==> config.mk <==
export PLATFORM = sky130hd
export DESIGN_NAME = uart_loop_seq
export DESIGN_NICKNAME = d
export VERILOG_FILES = /design/src/rtl/uart_pkg.sv /design/src/rtl/loop_pat_gen.sv /design/src/rtl/uart_loop_seq.sv
export SDC_FILE = /design/constraint.sdc
export NUM_CORES = 1
export LEC_CHECK = 0
export CAP_MARGIN = 20
export CORE_ASPECT_RATIO = 0.6
export CORE_UTILIZATION = 53
export DETAILED_ROUTE_END_ITERATION = 7
export PLACE_DENSITY = 0.8
export SYNTH_ARGS = -nofsm -noshare
export SYNTH_HDL_FRONTEND = slang
export SYNTH_SLANG_ARGS = --single-unit
export TNS_END_PERCENT = 100
==> constraint.sdc <==
create_clock -name clk -period 2.3 [get_ports clk]
set_input_delay 0.345 -clock clk [delete_from_list [all_inputs] [get_ports clk]]
set_output_delay 0.345 -clock clk [all_outputs]
set_load 0.01 [all_outputs]
==> src/rtl/uart_pkg.sv <==
// uart_pkg: shared state encoding, pattern constants and timing defaults for the UART loopback sequencer.
package uart_pkg;
   typedef enum logic [2:0] {S_IDLE, S_SEND, S_WAIT_RX, S_DRAIN, S_NEXT, S_DONE} state_t;
   localparam logic [7:0] LFSR_TAPS = 8'hB8;
   localparam int F_CLK = 50_000_000;
   localparam int FBIT = 38400;
   // twelve bit-times leaves margin over one 10-bit frame plus pipeline slack
   localparam int TO_CYC = 12 * F_CLK / FBIT;
endpackage

==> src/rtl/loop_pat_gen.sv <==
// loop_pat_gen: test byte generator, incrementing or x^8+x^6+x^5+x^4+1 Fibonacci LFSR.
module loop_pat_gen
   import uart_pkg::*;
(
   input  logic       clk,
   input  logic       rst_n,
   input  logic       load_i,
   input  logic       adv_i,
   input  logic       mode_i,
   input  logic [7:0] seed_i,
   output logic [7:0] dat_o
);
   logic [7:0] dat_q, dat_d;
   // an all-zero LFSR state would lock up, so a zero seed starts at 8'h01
   always_comb
      dat_d = load_i ? ((mode_i && seed_i == 8'h00) ? 8'h01 : seed_i)
            : adv_i  ? (mode_i ? {dat_q[6:0], ^(dat_q & LFSR_TAPS)} : dat_q + 8'd1)
            : dat_q;
   always_ff @(posedge clk or negedge rst_n)
      if (!rst_n) dat_q <= 8'h00;
      else        dat_q <= dat_d;
   assign dat_o = dat_q;
endmodule

==> src/rtl/uart_loop_seq.sv <==
// uart_loop_seq: handshaken loopback sequencer that sends pattern bytes, checks the echo and
// counts passes, data errors and timeouts.
module uart_loop_seq
   import uart_pkg::*;
#(
   parameter int TO_CYC = uart_pkg::TO_CYC,
   parameter int CNT_W  = 8
) (
   input  logic             clk,
   input  logic             rst_n,
   input  logic             start,
   input  logic             stop,
   input  logic             mode,
   input  logic [7:0]       seed,
   input  logic [7:0]       n_bytes,
   output logic             tx_st,
   output logic [7:0]       tx_dat,
   input  logic             tx_busy,
   input  logic             rx_ok,
   input  logic [7:0]       rx_dat,
   output logic             busy,
   output logic             done,
   output logic [CNT_W-1:0] pass_cnt,
   output logic [CNT_W-1:0] err_cnt,
   output logic [CNT_W-1:0] to_cnt,
   output logic [7:0]       last_bad
);
   localparam int TW = $clog2(TO_CYC + 1);
   state_t           state_q;
   logic             tx_st_q, busy_q, done_q;
   logic [7:0]       idx_q, bad_q;
   logic [TW-1:0]    tcnt_q;
   logic [CNT_W-1:0] pass_q, err_q, to_q;
   logic             load, adv, last;
   assign load = (state_q == S_IDLE || state_q == S_DONE) && start;
   assign adv  = state_q == S_NEXT;
   assign last = (n_bytes != 8'd0 && idx_q + 8'd1 == n_bytes) || stop;
   loop_pat_gen u_pat (
      .clk   (clk),
      .rst_n (rst_n),
      .load_i(load),
      .adv_i (adv),
      .mode_i(mode),
      .seed_i(seed),
      .dat_o (tx_dat)
   );
   // tx_st is registered: it is armed on the edge entering or holding SEND while the transmitter is idle
   always_ff @(posedge clk or negedge rst_n)
      if (!rst_n) begin
         state_q <= S_IDLE;
         tx_st_q <= 1'b0;
         busy_q  <= 1'b0;
         done_q  <= 1'b0;
         idx_q   <= 8'd0;
         tcnt_q  <= '0;
         pass_q  <= '0;
         err_q   <= '0;
         to_q    <= '0;
         bad_q   <= 8'd0;
      end else
         case (state_q)
            S_IDLE, S_DONE:
               if (start) begin
                  pass_q  <= '0;
                  err_q   <= '0;
                  to_q    <= '0;
                  bad_q   <= 8'd0;
                  idx_q   <= 8'd0;
                  busy_q  <= 1'b1;
                  done_q  <= 1'b0;
                  tx_st_q <= !tx_busy;
                  state_q <= S_SEND;
               end
            S_SEND:
               if (tx_st_q) begin
                  tx_st_q <= 1'b0;
                  tcnt_q  <= '0;
                  state_q <= S_WAIT_RX;
               end else tx_st_q <= !tx_busy;
            S_WAIT_RX: begin
               tcnt_q <= tcnt_q + TW'(1);
               if (rx_ok) begin
                  if (rx_dat == tx_dat) pass_q <= pass_q + CNT_W'(pass_q != '1);
                  else begin
                     err_q <= err_q + CNT_W'(err_q != '1);
                     bad_q <= rx_dat;
                  end
                  state_q <= S_DRAIN;
               end else if (tcnt_q == TW'(TO_CYC - 1)) begin
                  to_q    <= to_q + CNT_W'(to_q != '1);
                  state_q <= S_DRAIN;
               end
            end
            S_DRAIN:
               if (!tx_busy) state_q <= S_NEXT;
            S_NEXT: begin
               idx_q <= idx_q + 8'd1;
               if (last) begin
                  busy_q  <= 1'b0;
                  done_q  <= 1'b1;
                  state_q <= S_DONE;
               end else begin
                  tx_st_q <= !tx_busy;
                  state_q <= S_SEND;
               end
            end
            default: state_q <= S_IDLE;
         endcase
   assign tx_st    = tx_st_q;
   assign busy     = busy_q;
   assign done     = done_q;
   assign pass_cnt = pass_q;
   assign err_cnt  = err_q;
   assign to_cnt   = to_q;
   assign last_bad = bad_q;
endmodule

==> out/results.txt <==
Hold WC Path Type: in -> async
Sequential share of power: 0.318
Max-cap violation count: 0
Commonest non-fill, non-tap cell in the layout: clkdlybuf4s50_1
Antenna diodes: 0
CP Class: reg -> reg
Routed wire length: 10,750 µm
First-pass GRT wire length: 17,970 µm
Largest net degree at the start of global routing: 69
Area share of the largest cell type after synthesis: 0.4261
Pleak: 2.249 nW
Clock skew: 0.005289 ns
I/O pin cnt: 74
Unrepaired setup endpoints after global routing: false
Nets: 585
Cell Chain, Critical Path: ha_1, nor2b_1, nand2b_1, a311o_1, a2111oi_2, a21oi_1, o21a_1
Number of synthesized flops with an enable pin: 0
Clock Path Buffers: 2
Pwr dens: 993.2 mW/mm²
Leading area contributor after synthesis: dfrtp_1
Die ar.: 0.007898 mm²
Sequential-to-total area share from yosys stat: 0.4261
Switching power: 1.987 mW
P&R area growth vs syn: 31.89%
Worst slew pin tran: 0.6426 ns
Post-Syn Area per Cell: 8.855 µm²
# port buffers: 73
Dpl cells: 636
Worst skew pair latency: 0.34 ns
Most frequent cells in the layout: 72 x clkdlybuf4s50_1, 68 x dfrtp_1, 66 x nand2_1
TNS Setup: 0 ns
CP peak stage delay: 0.48 ns
Routed via count: 3,820
Post-route ant nets: 0
Pre-antenna DRT Iters: 5
Max Fanout on Critical Path: 6
Comb pwr share: 0.443
Initial cell density of the core: 0.5496
Post-synth top flop: dfrtp_1
#FFs+latches synth: 68
Non-Filler Instances: 652
Tot GR Track Use: 0.2929
Fmax: 454.7 MHz
Share of cells above drive strength 1: 0.1113
Worst setup SP type: flop
Critical Path AT: 2.42 ns
Hold Vio Cnt, Final: 0
GPL Wtd Cong: 0.8784
Worst reg-to-reg path cell count: 7
Max-slew headroom: 0.5693
Peak supply drop: 0.5777 mV
GRT overflow: 0
DR DRC count: 0
Core box area: 0.007267 mm²
Root Buffer: clkbuf_16
Crit path time final: 2.199 ns
Synth async-reset ratio: 1.000
Fin. max-slew vios: 0
Post-synth cell types: 58
Dpl hpwl: 7826 µm
Die Wd: 114.1 µm
Crit path required time: 2.53 ns
Worst-path clk slew: 0.06 ns
H-tree Lvls: 3
Pwr Total: 5.232 mW
Cell family with most CP delay: compound AO/OA/AOI/OAI gates
Finished Cell Area: 0.005268 mm²
Synthesis Warnings: 0
WHS: 0.01442 ns
Quantity of hold-fixing buffers added after cts: 0
Synth top area cells: dfrtp_1 43%, o21ai_0 6.5%, nand2_1 6.2%, xor2_1 3.5%, ha_1 3.4%
Crit. End Element: flop
Critical path's slowest cell: a2111oi_2
Final Worst Setup Slack: 0.1007 ns
DRT iter0 DRCs: 274
Worst slack, placed: -0.1477 ns
Clk pwr share: 0.239
Final Setup Violations: 0
Via/cell ratio: 5.859
Initial antenna violation count: 0
Routed wire per std cell: 16.49 µm
Mapped Cells: 451
Tcrit/Tclk final: 0.9562
Worst Path Buf+Inv: 0
Rows: 24
Net Count, Synth: 493
TritonCTS buffer count: 9
Setup Fix Bufs, Post-CTS: 0
Die Y: 69.24 µm
CTS tree: built
Mapped cell area: 0.003994 mm²
Vias in the first global route: 3,659
WP depth: 7
Switching Share: 0.3797
Util after Layout: 0.7249
Status: complete, no violations
Clk sinks: 68
P_int: 3.245 mW
DP Area: 0.004986 mm²
==> layer usage <==
metal  routed length, µm  up-vias  track usage
li1                    -     1812            -
met1                4864     1857       0.3990
met2                5036      136       0.4667
met3                 699       15      0.07080
met4                 149        0      0.08658
met5                   0        -            0
==> final cells by class <==
type	instances	area [µm²]
clock buffers	14	254.0
repair buffers	105	978.4
clock inverters	2	10.01
flip-flops and latches	68	1702
well taps	104	130.1
inverters	9	33.78
multi-input cells	350	2160
fillers	554	1999
==> flip-flops by register name (all words and copies together), names as in the netlist <==
signal,count
idx_q,8
tcnt_q,14
state_q,3
pass_cnt,8
last_bad,8
done,1
to_cnt,8
u_pat.dat_o,8
err_cnt,8
tx_st,1
busy,1
==> Yosys cell counts (3+ instances only) <==
master / count
xor2_1: 16
inv_1: 9
a21oi_1: 21
clkbuf_1: 14
o22ai_1: 3
nor2b_1: 4
ha_1: 11
nor3b_1: 3
nor3_2: 4
nand3b_1: 3
or3b_1: 3
or2_2: 3
a31oi_1: 3
mux2i_1: 3
and3_1: 8
nor2_1: 29
nor3_1: 5
nand3_1: 25
and4_1: 5
nand4_1: 10
o211ai_1: 6
nand2b_1: 6
o21a_1: 3
nor4_1: 8
buf_2: 6
and2_1: 3
xnor2_1: 13
or3_1: 4
o21ai_0: 52
nand2_1: 66
dfrtp_1: 68
==> what timing repair did <==
action | in CTS | in global routing
endpoints found under the setup margin | 1 | 4
gates resized for setup | 1 | 3
cloned | 0 | 0
==> worst paths after layout <==
check                      slack [ns]               startpoint                         end
min in group clk                 0.48  last_bad[0]$_DFFE_PN0P_     last_bad[0]$_DFFE_PN0P_
setup / recovery                 0.10     idx_q[1]$_DFFE_PN0P_            busy$_DFFE_PN0P_
hold reg to reg                  0.48  last_bad[0]$_DFFE_PN0P_     last_bad[0]$_DFFE_PN0P_
hold / removal                   0.01                    rst_n  u_pat.dat_o[0]$_DFFE_PN0P_
max in group asynchronous        1.97                    rst_n      tcnt_q[13]$_DFFE_PN0P_
setup reg to reg                 0.10     idx_q[1]$_DFFE_PN0P_            busy$_DFFE_PN0P_
==> power groups by stage <==
stage,Clock (mW),Sequential (mW),Combinational [mW]
finish,1.25,1.66,2.32
global route,1.31,1.69,2.54
CTS,1.27,1.66,2.29
detailed placement,0,1.67,2.27
global placement,0,1.65,2.17
floorplan,0,1.70,1.25
==> kinds of logic (layout without fill, tap and decap cells) <==
kind of cell               count (synthesis)  count (layout)  share of synthesized area
and+or+nand+nor                          199             199                     0.2666
AOI/OAI and AO/OA                        106             106                     0.1585
DFF                                       68              68                     0.4261
buffers and inverters                     33             130                    0.03759
xor gates and xnor gates                  29              29                    0.06360
adders and majority gates                 11              11                    0.03446
muxes                                      5               5                    0.01316
Note: power is estimated with default switching activity, not from simulation.
==> patch 1: new RTL, same settings <==
Change the package constant `FBIT` from 38400 to 19200.
--- a/src/rtl/uart_pkg.sv
+++ b/src/rtl/uart_pkg.sv
@@ -3,7 +3,7 @@
    typedef enum logic [2:0] {S_IDLE, S_SEND, S_WAIT_RX, S_DRAIN, S_NEXT, S_DONE} state_t;
    localparam logic [7:0] LFSR_TAPS = 8'hB8;
    localparam int F_CLK = 50_000_000;
-   localparam int FBIT = 38400;
+   localparam int FBIT = 19200;
    // twelve bit-times leaves margin over one 10-bit frame plus pipeline slack
    localparam int TO_CYC = 12 * F_CLK / FBIT;
 endpackage
Check against the original RTL: no difference found for any inputs over 10 cycles, from zero or initial values and one cycle with rst_n low; that may be too few to reach the edited logic, so the function may still have changed.
==> patch 1 against the unedited design <==
Core utilization grew 1.2 points. Area after synthesis up 0.66%. Sequential cell count rose by 1. Count of clock-buffer cells in the layout grew 1. Critical path type unchanged. Synthesized cell count is 3.3% higher. Power increased by 4.2%. Clock skew fell by 1.6 ps. Worst setup slack worse by 83 ps. Final area up 2.1%. Routed wire length shrank 1.2%. Largest power group unchanged.
==> patch 1: results (changes against the unedited design) <==
| Metric | Value |
|---|---|
| Root buffer cell | `clkbuf_16` |
| 1st-iter DRT viols | `431 (+57%)` |
| Leakage | `2.23 nW (-0.84%)` |
| Ys Warns | `0 (unchanged)` |
| CP max FO | `4 (-2)` |
| CTS Buffer Depth | `2 (unchanged)` |
| Top reg by flops | `tcnt_q` |
| Asr flop ratio synth | `100% (unchanged)` |
| Place WS | `-206 ps (-58.0 ps)` |
| Fill count | `568 (+2.5%)` |
| WL final | `10600 um (-1.2%)` |
| Status | `completed` |
| 1st-pass router iterations | `5 (unchanged)` |
| Largest stage delay, worst path | `500 ps (+20 ps)` |
| Max FFs per register | `15 (+1)` |
| Data arrival, critical path | `2500 ps (+80 ps)` |
| Synth cell count leaders | `nand2_1, dfrtp_1, o21ai_0` |
| Number of buffers created by CTS | `9 (unchanged)` |
| RD Place Congestion | `0.894 (+1.8%)` |
| Worst skew pair latency | `340 ps (about the same)` |
| Largest net degree at the start of global routing | `70 (+1.4%)` |
| Port bufs | `73 (unchanged)` |
| Syn nets | `508 (+3.0%)` |
| Synth cell types | `52 (-10%)` |
| Overall routing resource usage | `28.7% (-0.63 points)` |
| Hold WC Path Type | `input pin to async pin` |
| Worst path top cell family by delay | `compound AO/OA/AOI/OAI gates` |
| Setup TNS | `0 ps (unchanged)` |
| First-pass GRT wire length | `17700 um (-1.6%)` |
| H-tree Lvls | `3 (unchanged)` |
| Top_reg_cell synth | `dfrtp_1` |
| # diodes | `0 (unchanged)` |
| Number of global-route vias before repair | `3694 (+0.96%)` |
| Final period util | `99.2% (+3.6 points)` |
| Maximum VDD drop | `0.000634 V (+9.7%)` |
| Slew Limit Headroom | `76.0% (+19 points)` |
| Final nets | `603 (+3.1%)` |
| Reg clk slew, reported paths | `50 ps` |
| Hold_ws | `43.0 ps (+28.6 ps)` |
| Most area-consuming cells after synthesis | `dfrtp_1, nand2_1, o21ai_0` |
| Slowest stage cell, crit path | `or4_4` |
| HPWL after DPL | `7570 um (-3.3%)` |
| Worst clock skew | `3.65 ps (-1.64 ps)` |
| Sequential element share of the synthesized area | `43.0% (+0.34 points)` |
| Fraction of layout cells with a size suffix above 1 | `11.0% (-0.18 points)` |
| Via/cell ratio | `5.85 (-0.16%)` |
| Initial antenna violation count | `0 (unchanged)` |
| Reg2reg setup slack | `20 ps (-80 ps)` |
-- patch 1: cell count changes in the layout (fill, tap and decap cells not counted), sizes merged, moves of 5 or more --
cell and delta:
nor2 +6, nor4 -5, o211ai +5, nor3 -6
o31ai +8, a31oi +6, nand2 +9
-- patch 1: power breakdown --
| part | total [mW] | switching, mW | internal, mW |
|---|---|---|---|
| combinational | 2.33 | 1.22 | 1.10 |
| sequential | 1.84 | 0.351 | 1.49 |
| clock | 1.28 | 0.491 | 0.788 |
| total | 5.45 | 2.07 | 3.38 |
-- patch 1: kinds of logic after synthesis --
group	after synthesis	synth area share, %
multiplexers	9	2.30
flip-flops	69	43.0
buffers and inverters	29	2.89
AO/OA/AOI/OAI	119	17.7
XOR/XNOR	27	5.88
AND/OR/NAND/NOR	202	24.8
adder cells (fa/ha/maj)	11	3.42
-- patch 1: timing repair --
action / 4_1_cts / 5_1_grt
endpoints found under the hold margin: 0 / 0
resized for setup: 0 / 3
pin swaps: 4 / 2
endpoints found under the setup margin: 1 / 2
buffers inserted: 2 / 0
gates cloned: 0 / 0
-- patch 1: per-stage QoR --
stage | cell area (um2) | instances | total power [mW]
floorplan | 4050 | 466 | 3.07
global placement | 5070 | 652 | 4.07
detailed placement | 5070 | 652 | 4.15
CTS | 5360 | 670 | 5.46
global route | 5380 | 670 | 5.77
finish | 5380 | 670 | 5.45
-- patch 1: path summary, 6_finish.rpt --
check / start / endpoint / cells past startpoint
min in group clk: last_bad[3] / last_bad[3] / 2
hold / removal: rst_n / tcnt_q[4] / 2
setup reg to reg: idx_q[1] / tx_st / 7
max in group asynchronous: rst_n / pass_cnt[0] / 2
setup / recovery: idx_q[1] / tx_st / 7
hold reg to reg: last_bad[3] / last_bad[3] / 2
-- patch 1: area by class of cell --
type / count / area [um2] / share of cell area, %
multi-input combinational: 368 / 2220 / 41.3
sequential: 69 / 1730 / 32.1
timing repair buffer: 107 / 1010 / 18.7
clock buffer: 15 / 268 / 4.98
tap: 104 / 130 / 2.42
inverter: 6 / 22.5 / 0.419
clock inverter: 1 / 5.00 / 0.0930
-- patch 1: layer usage --
layer  GRT usage, %  vias to the layer above  part of all wire [%]
met4           9.52                        0                   1.8
li1               -                     1872                     -
met3           6.73                       17                   5.8
met5              0                        -                     0
met2           44.2                      137                    46
met1           39.8                     1893                    46
==> patch 2: new RTL, same settings <==
Made on the original files. Make the reset (`rst_n`) synchronous in 2 clocked blocks.
--- a/src/rtl/loop_pat_gen.sv
+++ b/src/rtl/loop_pat_gen.sv
@@ -16,7 +16,7 @@
       dat_d = load_i ? ((mode_i && seed_i == 8'h00) ? 8'h01 : seed_i)
             : adv_i  ? (mode_i ? {dat_q[6:0], ^(dat_q & LFSR_TAPS)} : dat_q + 8'd1)
             : dat_q;
-   always_ff @(posedge clk or negedge rst_n)
+   always_ff @(posedge clk)
       if (!rst_n) dat_q <= 8'h00;
       else        dat_q <= dat_d;
    assign dat_o = dat_q;
--- a/src/rtl/uart_loop_seq.sv
+++ b/src/rtl/uart_loop_seq.sv
@@ -45,7 +45,7 @@
       .dat_o (tx_dat)
    );
    // tx_st is registered: it is armed on the edge entering or holding SEND while the transmitter is idle
-   always_ff @(posedge clk or negedge rst_n)
+   always_ff @(posedge clk)
       if (!rst_n) begin
          state_q <= S_IDLE;
          tx_st_q <= 1'b0;
Behaviour: differs if rst_n is asserted again (counterexample within 4 cycles, from zero or initial values and one cycle with rst_n low); with rst_n held inactive, the same outputs for 10 cycles.
==> patch 2 against the unedited design <==
Routed wire length is 0.88% higher. Final cell count is 1.5% higher. Worst setup slack better by 180 ps. Sequential cell count stayed put. Power is 17% lower. Synthesized cell count is 7.8% higher. Combinational power is 33% lower. Area after synthesis is 2.5% lower. Sequential power is 11% lower. Final area is 3.3% lower. First-iteration DRC count is 6.9% higher.
==> patch 2: results (changes against the unedited design) <==
| Metric | Value |
|---|---|
| Final nets | `612 (+4.6%)` |
| Number of global-route vias before repair | `3602 (-1.6%)` |
| Largest net degree at the start of global routing | `25 (-64%)` |
| Sequential element share of the synthesized area | `35.0% (-7.7 points)` |
| Worst r2r src | `tcnt_q[0]` |
| Maximum VDD drop | `0.000546 V (-5.5%)` |
| Wl on met1 | `5100 um (+4.9%)` |
| WL final | `10800 um (+0.88%)` |
| Slew Limit Headroom | `61.2% (+4.3 points)` |
| Initial antenna violation count | `0 (unchanged)` |
| Leakage | `1.88 nW (-16%)` |
| 1st-pass router iterations | `4 (-1)` |
| Top Layer Used | `met4` |
| Most area-consuming cells after synthesis | `dfxtp_1, nor2_1, xnor2_1` |
| Syn nets | `528 (+7.1%)` |
| Post-CTS sizing | `0 (-1)` |
| Post-CTS setup buffers | `0 (unchanged)` |
| Met3 Usage GRT | `10.6% (+3.5 points)` |
| Via/cell ratio | `6.01 (+2.6%)` |
| Overall routing resource usage | `29.5% (+0.17 points)` |
| Synth cell types | `63 (+8.6%)` |
| Synth cell count leaders | `dfxtp_1, nor2_1, nand2_1` |
| Routed wl met3 | `1090 um (+56%)` |
| Worst Setup EP | `to_cnt[7]` |
| Worst path top cell family by delay | `simple AND/OR/NAND/NOR gates` |
| HPWL after DPL | `7870 um (+0.59%)` |
| Worst skew pair latency | `330 ps` |
| Top reg by flops | `tcnt_q` |
| Status | `completed` |
| RD Place Congestion | `0.895 (+1.9%)` |
| GR Util met1 | `39.9% (about the same)` |
| First-pass GRT wire length | `17400 um (-3.1%)` |
| Dpl cell area | `4810 um2 (-3.5%)` |
| CP Class | `register to register` |
| Fraction of layout cells with a size suffix above 1 | `8.52% (-2.6 points)` |
| Top_reg_cell synth | `dfxtp_1` |
| Worst clock skew | `4.20 ps (-1.08 ps)` |
| Grt met2 use | `43.6% (-3.1 points)` |
| R2R cell count | `8 (+1)` |
| CP max FO | `9 (+3)` |
| Hold Crit Depth | `2` |
| Ys Warns | `0 (unchanged)` |
| Reg2reg setup slack | `280 ps (+180 ps)` |
| Hold WC Path Type | `register to register` |
| 1st-iter DRT viols | `293 (+6.9%)` |
| Min-delay src | `tcnt_q[11]` |
| CTS Buffer Depth | `2 (unchanged)` |
| Slowest stage cell, crit path | `o21ai_2` |
| DR WL met2 | `4520 um (-10%)` |
| Largest stage delay, worst path | `380 ps (-100 ps)` |
| Asr flop ratio synth | `0% (-100 points)` |
| Hold_ws | `491 ps (+476 ps)` |
patch 2: report_power, final:
group | internal (mW) | leakage [nW] | total [mW] | switching [mW]
clock network | 0.817 | 0.140 | 1.31 | 0.489
logic | 0.712 | 1.19 | 1.56 | 0.843
registers | 1.29 | 0.551 | 1.47 | 0.176
patch 2: final cells by class:
cell class	count	area, um2
clock inverter	1	5.00
sequential	68	1360
multi-input combinational	385	2390
timing repair buffer	98	918
clock buffer	15	278
fill	516	1780
tap	87	109
inverter	8	30.0
patch 2: cell families after synthesis:
logic type               synth area share [%]
XOR/XNOR                                 7.65
flip-flops                               35.0
buffers and inverters                    3.63
adder cells (fa/ha/maj)                  3.53
AO/OA/AOI/OAI                            16.9
AND/OR/NAND/NOR                          29.2
multiplexers                             4.18
patch 2: metrics by stage:
step	instances	setup slack (ps)
4_1_cts	662	277
3_3_place_gp	646	147
3_5_place_dp	646	87.8
6_report	662	278
5_1_grt	662	119
2_1_floorplan	486	525
